## config.mk

```make
export PLATFORM = sky130hd
export DESIGN_NAME = rvfi_tracker_flat
export DESIGN_NICKNAME = d
export VERILOG_FILES = /design/src/rtl/rvfi_pkg.sv /design/src/rtl/rvfi_if.sv /design/src/rtl/rvfi_stage_reg.sv /design/src/rtl/rvfi_tracker.sv /design/src/flat_wrapper.sv
export SDC_FILE = /design/constraint.sdc
export NUM_CORES = 2
export LEC_CHECK = 0
export CELL_PAD_IN_SITES_DETAIL_PLACEMENT = 1
export CELL_PAD_IN_SITES_GLOBAL_PLACEMENT = 2
export CORE_MARGIN = 2
export CORE_UTILIZATION = 34
export DETAILED_ROUTE_END_ITERATION = 8
export PLACE_DENSITY = 0.8
export REMOVE_ABC_BUFFERS = 1
export SYNTH_ARGS = -nofsm -noshare
export SYNTH_HDL_FRONTEND = slang
export SYNTH_HIERARCHICAL = 1
export SYNTH_SLANG_ARGS = --single-unit
export TNS_END_PERCENT = 100
```

## constraint.sdc

```tcl
create_clock -name clk -period 2.5 [get_ports clk]
set_clock_uncertainty 0.15 [all_clocks]
set_input_delay 0.5 -clock clk [delete_from_list [all_inputs] [get_ports clk]]
set_output_delay 0.5 -clock clk [all_outputs]
set_load 0.02 [all_outputs]
```

## src/rtl/rvfi_pkg.sv

```systemverilog
// Shared RVFI trace types: the per-instruction slot record carried down the shadow pipeline
// and the widths used by the tracker, the psp top and the bench.
package rvfi_pkg;

    localparam int RVFI_XLEN    = 32;
    localparam int RVFI_ORDER_W = 64;
    localparam int RVFI_MASK_W  = 4;

    typedef struct packed {
        logic                   valid;
        logic [31:0]            insn;
        logic [RVFI_XLEN-1:0]   pc_rdata;
        logic [RVFI_XLEN-1:0]   pc_wdata;
        logic [4:0]             rs1_addr;
        logic [4:0]             rs2_addr;
        logic [RVFI_XLEN-1:0]   rs1_rdata;
        logic [RVFI_XLEN-1:0]   rs2_rdata;
        logic [4:0]             rd_addr;
        logic [RVFI_XLEN-1:0]   rd_wdata;
        logic [RVFI_XLEN-1:0]   mem_addr;
        logic [RVFI_MASK_W-1:0] mem_rmask;
        logic [RVFI_MASK_W-1:0] mem_wmask;
        logic [RVFI_XLEN-1:0]   mem_rdata;
        logic [RVFI_XLEN-1:0]   mem_wdata;
    } rvfi_slot_t;

    // Data lanes carry nothing meaningful when the matching byte mask is empty.
    function automatic logic [RVFI_XLEN-1:0] mask_data(input logic [RVFI_MASK_W-1:0] mask,
                                                       input logic [RVFI_XLEN-1:0]   data);
        return (mask != '0) ? data : '0;
    endfunction

endpackage

```

## src/rtl/rvfi_if.sv

```systemverilog
// RVFI retirement bundle: the tracker drives it (master), psp_rvfimon consumes it (slave).
interface rvfi_if #(
    parameter int XLEN    = 32,
    parameter int ORDER_W = 64
);

    logic                               rvfi_valid;
    logic [ORDER_W-1:0]                 rvfi_order;
    logic [31:0]                        rvfi_insn;
    logic [XLEN-1:0]                    rvfi_pc_rdata;
    logic [XLEN-1:0]                    rvfi_pc_wdata;
    logic [4:0]                         rvfi_rs1_addr;
    logic [4:0]                         rvfi_rs2_addr;
    logic [XLEN-1:0]                    rvfi_rs1_rdata;
    logic [XLEN-1:0]                    rvfi_rs2_rdata;
    logic [4:0]                         rvfi_rd_addr;
    logic [XLEN-1:0]                    rvfi_rd_wdata;
    logic [XLEN-1:0]                    rvfi_mem_addr;
    logic [rvfi_pkg::RVFI_MASK_W-1:0]   rvfi_mem_rmask;
    logic [rvfi_pkg::RVFI_MASK_W-1:0]   rvfi_mem_wmask;
    logic [XLEN-1:0]                    rvfi_mem_rdata;
    logic [XLEN-1:0]                    rvfi_mem_wdata;

    modport master (
        output rvfi_valid, rvfi_order, rvfi_insn, rvfi_pc_rdata, rvfi_pc_wdata,
               rvfi_rs1_addr, rvfi_rs2_addr, rvfi_rs1_rdata, rvfi_rs2_rdata,
               rvfi_rd_addr, rvfi_rd_wdata, rvfi_mem_addr, rvfi_mem_rmask,
               rvfi_mem_wmask, rvfi_mem_rdata, rvfi_mem_wdata
    );

    modport slave (
        input  rvfi_valid, rvfi_order, rvfi_insn, rvfi_pc_rdata, rvfi_pc_wdata,
               rvfi_rs1_addr, rvfi_rs2_addr, rvfi_rs1_rdata, rvfi_rs2_rdata,
               rvfi_rd_addr, rvfi_rd_wdata, rvfi_mem_addr, rvfi_mem_rmask,
               rvfi_mem_wmask, rvfi_mem_rdata, rvfi_mem_wdata
    );

endinterface

```

## src/rtl/rvfi_stage_reg.sv

```systemverilog
// One shadow-pipeline slot: holds an rvfi_slot_t, cleared synchronously, loaded when the pipe moves.
module rvfi_stage_reg
    import rvfi_pkg::*;
(
    input  logic       clk,
    input  logic       clear,
    input  logic       load,
    input  rvfi_slot_t d,
    output rvfi_slot_t q
);

    always_ff @(posedge clk) begin
        if (clear) begin
            q <= '0;
        end else if (load) begin
            q <= d;
        end
    end

endmodule

```

## src/rtl/rvfi_tracker.sv

```systemverilog
// Shadows the psp ID->EX->MEM->WB pipeline and emits one registered RVFI packet per retired
// instruction, together with the retirement order counter.
module rvfi_tracker
    import rvfi_pkg::*;
#(
    parameter int XLEN    = RVFI_XLEN,
    parameter int ORDER_W = RVFI_ORDER_W
) (
    input  logic                   clk,
    input  logic                   reset,
    input  logic                   pipe_stall,
    input  logic                   flush,
    input  logic                   id_valid,
    input  logic [31:0]            id_insn,
    input  logic [31:0]            id_pc,
    input  logic [4:0]             id_rs1_addr,
    input  logic [4:0]             id_rs2_addr,
    input  logic [XLEN-1:0]        ex_rs1_data,
    input  logic [XLEN-1:0]        ex_rs2_data,
    input  logic [XLEN-1:0]        ex_pc_next,
    input  logic [XLEN-1:0]        mem_addr,
    input  logic [RVFI_MASK_W-1:0] mem_rmask,
    input  logic [RVFI_MASK_W-1:0] mem_wmask,
    input  logic [XLEN-1:0]        mem_rdata,
    input  logic [XLEN-1:0]        mem_wdata,
    input  logic [4:0]             wb_rd_addr,
    input  logic [XLEN-1:0]        wb_rd_wdata,
    rvfi_if.master                 rvfi
);

    rvfi_slot_t         ex_d, ex_q;
    rvfi_slot_t         mem_d, mem_q;
    rvfi_slot_t         wb_d, wb_q;
    rvfi_slot_t         pkt_d, pkt_q;
    logic [ORDER_W-1:0] order_cnt;
    logic [ORDER_W-1:0] order_q;
    logic               advance;
    logic               retire;

    assign advance = ~pipe_stall;
    assign retire  = advance & wb_q.valid;

    // Each slot's next value is the slot it leaves plus whatever that stage exposes this cycle.
    always_comb begin
        ex_d          = '0;
        ex_d.valid    = id_valid & ~flush;
        ex_d.insn     = id_insn;
        ex_d.pc_rdata = id_pc;
        ex_d.rs1_addr = id_rs1_addr;
        ex_d.rs2_addr = id_rs2_addr;

        mem_d           = ex_q;
        mem_d.rs1_rdata = ex_rs1_data;
        mem_d.rs2_rdata = ex_rs2_data;
        mem_d.pc_wdata  = ex_pc_next;

        wb_d           = mem_q;
        wb_d.mem_addr  = mem_addr;
        wb_d.mem_rmask = mem_rmask;
        wb_d.mem_wmask = mem_wmask;
        wb_d.mem_rdata = mask_data(mem_rmask, mem_rdata);
        wb_d.mem_wdata = mask_data(mem_wmask, mem_wdata);

        pkt_d          = wb_q;
        pkt_d.rd_addr  = wb_rd_addr;
        pkt_d.rd_wdata = (wb_rd_addr == 5'd0) ? '0 : wb_rd_wdata;
    end

    rvfi_stage_reg u_ex (
        .clk   (clk),
        .clear (reset),
        .load  (advance),
        .d     (ex_d),
        .q     (ex_q)
    );

    rvfi_stage_reg u_mem (
        .clk   (clk),
        .clear (reset),
        .load  (advance),
        .d     (mem_d),
        .q     (mem_q)
    );

    rvfi_stage_reg u_wb (
        .clk   (clk),
        .clear (reset),
        .load  (advance),
        .d     (wb_d),
        .q     (wb_q)
    );

    // Only the valid bit drops between retirements; the packet fields keep showing the last one.
    always_ff @(posedge clk) begin
        if (reset) begin
            pkt_q     <= '0;
            order_q   <= '0;
            order_cnt <= '0;
        end else if (retire) begin
            pkt_q     <= pkt_d;
            order_q   <= order_cnt;
            order_cnt <= order_cnt + ORDER_W'(1);
        end else begin
            pkt_q.valid <= 1'b0;
        end
    end

    assign rvfi.rvfi_valid     = pkt_q.valid;
    assign rvfi.rvfi_order     = order_q;
    assign rvfi.rvfi_insn      = pkt_q.insn;
    assign rvfi.rvfi_pc_rdata  = pkt_q.pc_rdata;
    assign rvfi.rvfi_pc_wdata  = pkt_q.pc_wdata;
    assign rvfi.rvfi_rs1_addr  = pkt_q.rs1_addr;
    assign rvfi.rvfi_rs2_addr  = pkt_q.rs2_addr;
    assign rvfi.rvfi_rs1_rdata = pkt_q.rs1_rdata;
    assign rvfi.rvfi_rs2_rdata = pkt_q.rs2_rdata;
    assign rvfi.rvfi_rd_addr   = pkt_q.rd_addr;
    assign rvfi.rvfi_rd_wdata  = pkt_q.rd_wdata;
    assign rvfi.rvfi_mem_addr  = pkt_q.mem_addr;
    assign rvfi.rvfi_mem_rmask = pkt_q.mem_rmask;
    assign rvfi.rvfi_mem_wmask = pkt_q.mem_wmask;
    assign rvfi.rvfi_mem_rdata = pkt_q.mem_rdata;
    assign rvfi.rvfi_mem_wdata = pkt_q.mem_wdata;

endmodule
```

## src/flat_wrapper.sv

```systemverilog
// flat-port wrapper written by rule: the top's interface ports become plain ports
module rvfi_tracker_flat import rvfi_pkg::*;
#(
    parameter int XLEN    = RVFI_XLEN,
    parameter int ORDER_W = RVFI_ORDER_W
)
  (clk, reset, pipe_stall, flush, id_valid, id_insn, id_pc, id_rs1_addr, id_rs2_addr, ex_rs1_data, ex_rs2_data, ex_pc_next, mem_addr, mem_rmask, mem_wmask, mem_rdata, mem_wdata, wb_rd_addr, wb_rd_wdata, rvfi_rvfi_valid, rvfi_rvfi_order, rvfi_rvfi_insn, rvfi_rvfi_pc_rdata, rvfi_rvfi_pc_wdata, rvfi_rvfi_rs1_addr, rvfi_rvfi_rs2_addr, rvfi_rvfi_rs1_rdata, rvfi_rvfi_rs2_rdata, rvfi_rvfi_rd_addr, rvfi_rvfi_rd_wdata, rvfi_rvfi_mem_addr, rvfi_rvfi_mem_rmask, rvfi_rvfi_mem_wmask, rvfi_rvfi_mem_rdata, rvfi_rvfi_mem_wdata);
  rvfi_if #(.XLEN(XLEN), .ORDER_W(ORDER_W)) rvfi_i ();
  input  logic clk;
  input  logic reset;
  input  logic pipe_stall;
  input  logic flush;
  input  logic id_valid;
  input  logic [31:0] id_insn;
  input  logic [31:0] id_pc;
  input  logic [4:0] id_rs1_addr;
  input  logic [4:0] id_rs2_addr;
  input  logic [XLEN-1:0] ex_rs1_data;
  input  logic [XLEN-1:0] ex_rs2_data;
  input  logic [XLEN-1:0] ex_pc_next;
  input  logic [XLEN-1:0] mem_addr;
  input  logic [RVFI_MASK_W-1:0] mem_rmask;
  input  logic [RVFI_MASK_W-1:0] mem_wmask;
  input  logic [XLEN-1:0] mem_rdata;
  input  logic [XLEN-1:0] mem_wdata;
  input  logic [4:0] wb_rd_addr;
  input  logic [XLEN-1:0] wb_rd_wdata;
  output wire logic [$bits(rvfi_i.rvfi_valid)-1:0] rvfi_rvfi_valid;
  output wire logic [$bits(rvfi_i.rvfi_order)-1:0] rvfi_rvfi_order;
  output wire logic [$bits(rvfi_i.rvfi_insn)-1:0] rvfi_rvfi_insn;
  output wire logic [$bits(rvfi_i.rvfi_pc_rdata)-1:0] rvfi_rvfi_pc_rdata;
  output wire logic [$bits(rvfi_i.rvfi_pc_wdata)-1:0] rvfi_rvfi_pc_wdata;
  output wire logic [$bits(rvfi_i.rvfi_rs1_addr)-1:0] rvfi_rvfi_rs1_addr;
  output wire logic [$bits(rvfi_i.rvfi_rs2_addr)-1:0] rvfi_rvfi_rs2_addr;
  output wire logic [$bits(rvfi_i.rvfi_rs1_rdata)-1:0] rvfi_rvfi_rs1_rdata;
  output wire logic [$bits(rvfi_i.rvfi_rs2_rdata)-1:0] rvfi_rvfi_rs2_rdata;
  output wire logic [$bits(rvfi_i.rvfi_rd_addr)-1:0] rvfi_rvfi_rd_addr;
  output wire logic [$bits(rvfi_i.rvfi_rd_wdata)-1:0] rvfi_rvfi_rd_wdata;
  output wire logic [$bits(rvfi_i.rvfi_mem_addr)-1:0] rvfi_rvfi_mem_addr;
  output wire logic [$bits(rvfi_i.rvfi_mem_rmask)-1:0] rvfi_rvfi_mem_rmask;
  output wire logic [$bits(rvfi_i.rvfi_mem_wmask)-1:0] rvfi_rvfi_mem_wmask;
  output wire logic [$bits(rvfi_i.rvfi_mem_rdata)-1:0] rvfi_rvfi_mem_rdata;
  output wire logic [$bits(rvfi_i.rvfi_mem_wdata)-1:0] rvfi_rvfi_mem_wdata;
  assign rvfi_rvfi_valid = rvfi_i.rvfi_valid;
  assign rvfi_rvfi_order = rvfi_i.rvfi_order;
  assign rvfi_rvfi_insn = rvfi_i.rvfi_insn;
  assign rvfi_rvfi_pc_rdata = rvfi_i.rvfi_pc_rdata;
  assign rvfi_rvfi_pc_wdata = rvfi_i.rvfi_pc_wdata;
  assign rvfi_rvfi_rs1_addr = rvfi_i.rvfi_rs1_addr;
  assign rvfi_rvfi_rs2_addr = rvfi_i.rvfi_rs2_addr;
  assign rvfi_rvfi_rs1_rdata = rvfi_i.rvfi_rs1_rdata;
  assign rvfi_rvfi_rs2_rdata = rvfi_i.rvfi_rs2_rdata;
  assign rvfi_rvfi_rd_addr = rvfi_i.rvfi_rd_addr;
  assign rvfi_rvfi_rd_wdata = rvfi_i.rvfi_rd_wdata;
  assign rvfi_rvfi_mem_addr = rvfi_i.rvfi_mem_addr;
  assign rvfi_rvfi_mem_rmask = rvfi_i.rvfi_mem_rmask;
  assign rvfi_rvfi_mem_wmask = rvfi_i.rvfi_mem_wmask;
  assign rvfi_rvfi_mem_rdata = rvfi_i.rvfi_mem_rdata;
  assign rvfi_rvfi_mem_wdata = rvfi_i.rvfi_mem_wdata;
  rvfi_tracker #(.XLEN(XLEN), .ORDER_W(ORDER_W)) u_core (.clk(clk), .reset(reset), .pipe_stall(pipe_stall), .flush(flush), .id_valid(id_valid), .id_insn(id_insn), .id_pc(id_pc), .id_rs1_addr(id_rs1_addr), .id_rs2_addr(id_rs2_addr), .ex_rs1_data(ex_rs1_data), .ex_rs2_data(ex_rs2_data), .ex_pc_next(ex_pc_next), .mem_addr(mem_addr), .mem_rmask(mem_rmask), .mem_wmask(mem_wmask), .mem_rdata(mem_rdata), .mem_wdata(mem_wdata), .wb_rd_addr(wb_rd_addr), .wb_rd_wdata(wb_rd_wdata), .rvfi(rvfi_i));
endmodule
```

* Yosys cells after proc, flatten, opt, wreduce, memory -nomap -nowiden
Index checks and enable logic that the tools add are counted.
Word-level totals: bits in registers 961, input bits 316, output and inout bits 376, word-level logic and storage cells 56
Cells by class: add/sub/neg operators 1, multiplexer cells 3, bitwise gates (word level) 5, reductions and logical operators 4
Operator list (number):
- $mux W32 | 3
- $add A64 B1 Y64 const B | 1
- $reduce_bool A4 Y1 | 2
- $logic_not A5 Y1 | 1
- $not A1 Y1 | 3
- $and A1 B1 Y1 | 2
- $reduce_or A2 Y1 | 1

* Longest topological paths before layout
depth in word-level cells 4, mapped depth 7, mapped depth without buffers 6

* Hierarchy
The synthesis kept the hierarchy.
By module, submodules not included:
- rvfi_stage_reg | times used 3, cells an instance 1006, area an instance 11295.8 sq um, seq. area each 6246.0 sq um
- rvfi_tracker | times used 1, cells an instance 2036, area an instance 16099.2 sq um, seq. area each 8808.4 sq um

* Worst setup path after synthesis
Ideal clock, no wire load.
path kind input -> register, start point input pipe_stall, end point register u_core.order_cnt[53], library setup time 0.070 ns, arrival time 2.067 ns, data required time 2.280 ns, path slack 0.213 ns, stages 7, path buffers 2, path through nand2b_1 > buf_2 > nor4_4 > nand4_1 > clkbuf_1 > or3_1 > a21oi_1
Between the ends: word-level cells in the longest chain between the ends 2
RTL lines:
- from (decl) | RTL line flat_wrapper.sv:11 | input logic pipe_stall;
- $not A1 Y1 | RTL line rvfi_tracker.sv:40 | assign advance = ~pipe_stall;
- $and A1 B1 Y1 | RTL line rvfi_tracker.sv:41 | assign retire = advance & wb_q.valid;
- to (signal assigned) | RTL line rvfi_tracker.sv:102 | order_cnt <= order_cnt + ORDER_W'(1);
- to (decl) | RTL line rvfi_tracker.sv:35 | logic [ORDER_W-1:0] order_cnt;
Every way passes these cells. A chain may end at the register's enable or synchronous reset.

* Worst setup path after layout
start point register u_core.pkt_q (netlist bit u_core/rvfi.rvfi_rd_wdata[25]), end point output rvfi_rvfi_rd_wdata[25]
RTL lines:
- from (decl) | RTL line rvfi_tracker.sv:34 | rvfi_slot_t pkt_d, pkt_q;
- from (signal assigned) | RTL line rvfi_tracker.sv:100 | pkt_q <= pkt_d;
- to (decl) | RTL line flat_wrapper.sv:38 | output wire logic [$bits(rvfi_i.rvfi_rd_wdata)-1:0] rvfi_rvfi_rd_wdata;
No word-level cell between the ends.

==> impl_metrics.xml <==
<?xml version="1.0" encoding="UTF-8"?>
<metrics>
  <group name="status">
    <metric name="run_status" unit="">finished, final reports clean</metric>
  </group>
  <group name="floorplan">
    <metric name="floorplan.die_area" unit="sq um">105800</metric>
    <metric name="initial_utilization" unit="">0.3441</metric>
    <metric name="die-height" unit="um">325.3</metric>
    <metric name="num_io_pins" unit="">692</metric>
    <metric name="die_w" unit="um">325.3</metric>
    <metric name="fp-row-count" unit="">117</metric>
    <metric name="fp.coreArea" unit="sq um">102000</metric>
  </group>
  <group name="drt">
    <metric name="routedWlPerCell" unit="um">18.54</metric>
    <metric name="drt-initial-drc-count" unit="">1214</metric>
    <metric name="post-route-drc-count" unit="">0</metric>
    <metric name="via_per_inst" unit="">4.723</metric>
    <metric name="drt_pre_antenna_iters" unit="">5</metric>
    <metric name="drtAntennaViolNets" unit="">0</metric>
    <metric name="totalWireLength" unit="mm">108.3</metric>
    <metric name="via_count" unit="">27590</metric>
  </group>
  <group name="sta">
    <metric name="worstMarginPinSlew" unit="ns">0.4898</metric>
    <metric name="fin_crit" unit="ns">2.437</metric>
    <metric name="setup_repair_after_global_routing_missed_its_margin" unit="">false</metric>
    <metric name="fmaxAchievable" unit="MHz">410.3</metric>
    <metric name="tns" unit="ns">0</metric>
    <metric name="final_max_slew_viol_count" unit="">0</metric>
    <metric name="post-route-period-util" unit="">0.9748</metric>
    <metric name="tightest_slew_margin_relative_to_the_limit" unit="">0.6735</metric>
    <metric name="final_worst_path_setup_slack" unit="ns">0.06297</metric>
    <metric name="final-hold-violation-count" unit="">0</metric>
    <metric name="setup_viol" unit="">0</metric>
  </group>
  <group name="clock_tree">
    <metric name="clock_path_buffers" unit="">3</metric>
    <metric name="cts-hold-fix-buffers" unit="">0</metric>
    <metric name="clockRootBuffer" unit="">sky130_fd_sc_hd__clkbuf_16</metric>
    <metric name="tritoncts.num_buffers" unit="">106</metric>
    <metric name="post_cts.repair.setup_buffers" unit="">0</metric>
    <metric name="clk-insertion-delay-late" unit="ns">0.69</metric>
    <metric name="htreeDepth" unit="">3</metric>
    <metric name="cts_tree" unit="">built</metric>
    <metric name="clock_sink_count" unit="">961</metric>
    <metric name="worst_setup_hold_path_clk_slew" unit="ns">0.06</metric>
  </group>
  <group name="yosys">
    <metric name="synth_warnings" unit="">6</metric>
    <metric name="post_synth_inst_count" unit="">3734</metric>
    <metric name="mappedNetlistArea" unit="sq um">35110</metric>
    <metric name="synth.avg_cell_area" unit="sq um">9.403</metric>
  </group>
  <group name="placement">
    <metric name="dpl.hpwl" unit="mm">76.26</metric>
    <metric name="numPortBuffers" unit="">691</metric>
    <metric name="placed_area" unit="sq um">43410</metric>
    <metric name="gp_congestion" unit="">0.8376</metric>
    <metric name="place_worst_setup_slack" unit="ns">-0.1371</metric>
  </group>
  <group name="final_layout">
    <metric name="final_cell_area" unit="sq um">46960</metric>
    <metric name="filler_cell_count" unit="">11540</metric>
    <metric name="post_route_cells_drive_above_1_share" unit="">0.06767</metric>
    <metric name="final_nets" unit="">4694</metric>
    <metric name="final_core_util" unit="">0.4602</metric>
    <metric name="synthToLayoutAreaGrowth" unit="%">33.74</metric>
  </group>
  <group name="global_routing">
    <metric name="grt_use_total" unit="">0.1982</metric>
    <metric name="grt_pass1_vias" unit="">27690</metric>
    <metric name="grt_first_pass_wirelength" unit="mm">165.7</metric>
    <metric name="grt_overflow_total" unit="">0</metric>
    <metric name="largest_net_degree_at_the_start_of_global_routing" unit="">100</metric>
    <metric name="antenna_found_initial" unit="">26</metric>
  </group>
  <group name="critical_path">
    <metric name="worst_setup_path_startpoint" unit="">u_core/rvfi.rvfi_rd_wdata[25]$_SDFFE_PP0P_</metric>
    <metric name="startpoint_type" unit="">register</metric>
    <metric name="worstSetupPathType" unit="">reg -&gt; out</metric>
    <metric name="path_delay_family" unit="">buffers and inverters</metric>
    <metric name="critical_path.endpoint_type" unit="">output port</metric>
    <metric name="timing.rr.end" unit="">u_core/order_cnt[62]$_SDFFE_PP0P_</metric>
    <metric name="worst_path_max_delay_cell" unit="">sky130_fd_sc_hd__clkdlybuf4s50_1</metric>
    <metric name="worstRegToRegCells" unit="">7</metric>
    <metric name="critical-path-max-stage-delay" unit="ns">0.67</metric>
    <metric name="regToRegStartpoint" unit="">u_core/order_cnt[1]$_SDFFE_PP0P_</metric>
    <metric name="r2r_slack" unit="ns">0.21</metric>
    <metric name="worst-endpoint-required" unit="ns">1.85</metric>
    <metric name="critical_path.cell_chain" unit="">clkdlybuf4s50_1</metric>
    <metric name="total_buffers_and_inverters_traversed_by_the_critical_path" unit="">1</metric>
    <metric name="cell_count_along_the_critical_path" unit="">1</metric>
    <metric name="end_point_of_the_critical_path" unit="">rvfi_rvfi_rd_wdata[25]</metric>
    <metric name="timing.critical_path.arrival" unit="ns">1.79</metric>
    <metric name="path_max_fanout" unit="">2</metric>
  </group>
  <group name="power">
    <metric name="power_per_cell_area" unit="nW/um^2">711.7</metric>
    <metric name="power.share.combinational" unit="">0.058</metric>
    <metric name="total_switching_power" unit="uW">7494</metric>
    <metric name="cellInternalPower" unit="uW">25920</metric>
    <metric name="vdd.ir_drop.worst" unit="mV">0.6194</metric>
    <metric name="leakage" unit="uW">0.01813</metric>
    <metric name="pwr-share-clk" unit="">0.466</metric>
    <metric name="power.switching_fraction" unit="">0.2242</metric>
    <metric name="sequential_share_of_power" unit="">0.476</metric>
    <metric name="total_power_consumption" unit="uW">33420</metric>
  </group>
  <group name="job">
    <metric name="total_of_max_cap_violations" unit="">0</metric>
  </group>
  <group name="worst_hold_path">
    <metric name="hold_path_class" unit="">in -&gt; reg</metric>
  </group>
</metrics>
through the flow:
stage	hold WS (ns)	std cells
3_3_place_gp	0.2861	5637
4_1_cts	0.01503	5831
2_1_floorplan	0.2751	3454
5_1_grt	0.02533	5841
6_report	0.06256	5841
3_5_place_dp	0.2946	5637
how the worst min path moves through the flow:
stage                                          from                                    endpoint  slack (ns)  cells past startpoint
floorplan           u_core/u_wb/q[279]$_SDFFE_PP0P_       u_core/rvfi.rvfi_insn[0]$_SDFFE_PP0P_        0.28                      2
global placement     u_core/u_wb/q[71]$_SDFFE_PP0P_  u_core/rvfi.rvfi_mem_rmask[3]$_SDFFE_PP0P_        0.29                      2
detailed placement   u_core/u_wb/q[35]$_SDFFE_PP0P_  u_core/rvfi.rvfi_mem_rdata[3]$_SDFFE_PP0P_        0.29                      2
CTS                                           reset            u_core/u_mem/q[276]$_SDFFE_PP0P_        0.02                      2
global route                                  reset  u_core/rvfi.rvfi_pc_rdata[19]$_SDFFE_PP0P_        0.03                      2
finish                                        reset             u_core/u_wb/q[276]$_SDFFE_PP0P_        0.06                      2
repair_timing:
action,CTS,global route
gates resized for setup,5,1
setup endpoints to repair,5,1
endpoints found under the hold margin,0,0
per-layer routing:
metal | global-route usage | routed length (um)
met5 | 0 | 165
met4 | 0.07438 | 3556
met3 | 0.05586 | 6597
met2 | 0.3399 | 52830
met1 | 0.2343 | 45160
power groups by stage:
stage	logic, uW	registers [uW]	clock network [uW]
floorplan	1610	16200	0
global placement	1920	16200	0
detailed placement	1950	16200	0
CTS	1970	15900	16100
global route	2120	15900	16700
finish	1930	15900	15600
layout by cell type (no fill, tap or decap), drive strengths merged, types with 19 or more instances in the layout:
cell type      instances
nand2                710
clkdlybuf4s50        684
nand4                 27
a22oi                 32
clkbuf               165
nor2                 596
nand3                 26
a21oi                377
dfxtp                961
nor2b                 66
or3                   32
clkinv                21
buf                  125
mux2i                521
o21ai                 28
xor2                  19
area by class of cell:
class,count,area [sq um],share of cell area
Timing Repair Buffer,815,8499,0.1810
Inverter,5,26.28,0.0005596
Sequential cell,961,19240,0.4097
Multi-Input combinational cell,2488,13930,0.2966
Tap cell,1368,1712,0.03645
Antenna cell,10,25.02,0.0005329
Clock buffer,165,3184,0.06781
Clock inverter,29,342.8,0.007301
flip-flops by register name, summed over array words and instances, names as in the netlist, 64 cells and up:
name                    count
u_core/rvfi.rvfi_order     64
u_core/u_wb/q             275
u_core/u_ex/q              75
u_core/order_cnt           64
u_core/u_mem/q            171
No activity file was read; power rests on OpenSTA's default activity.
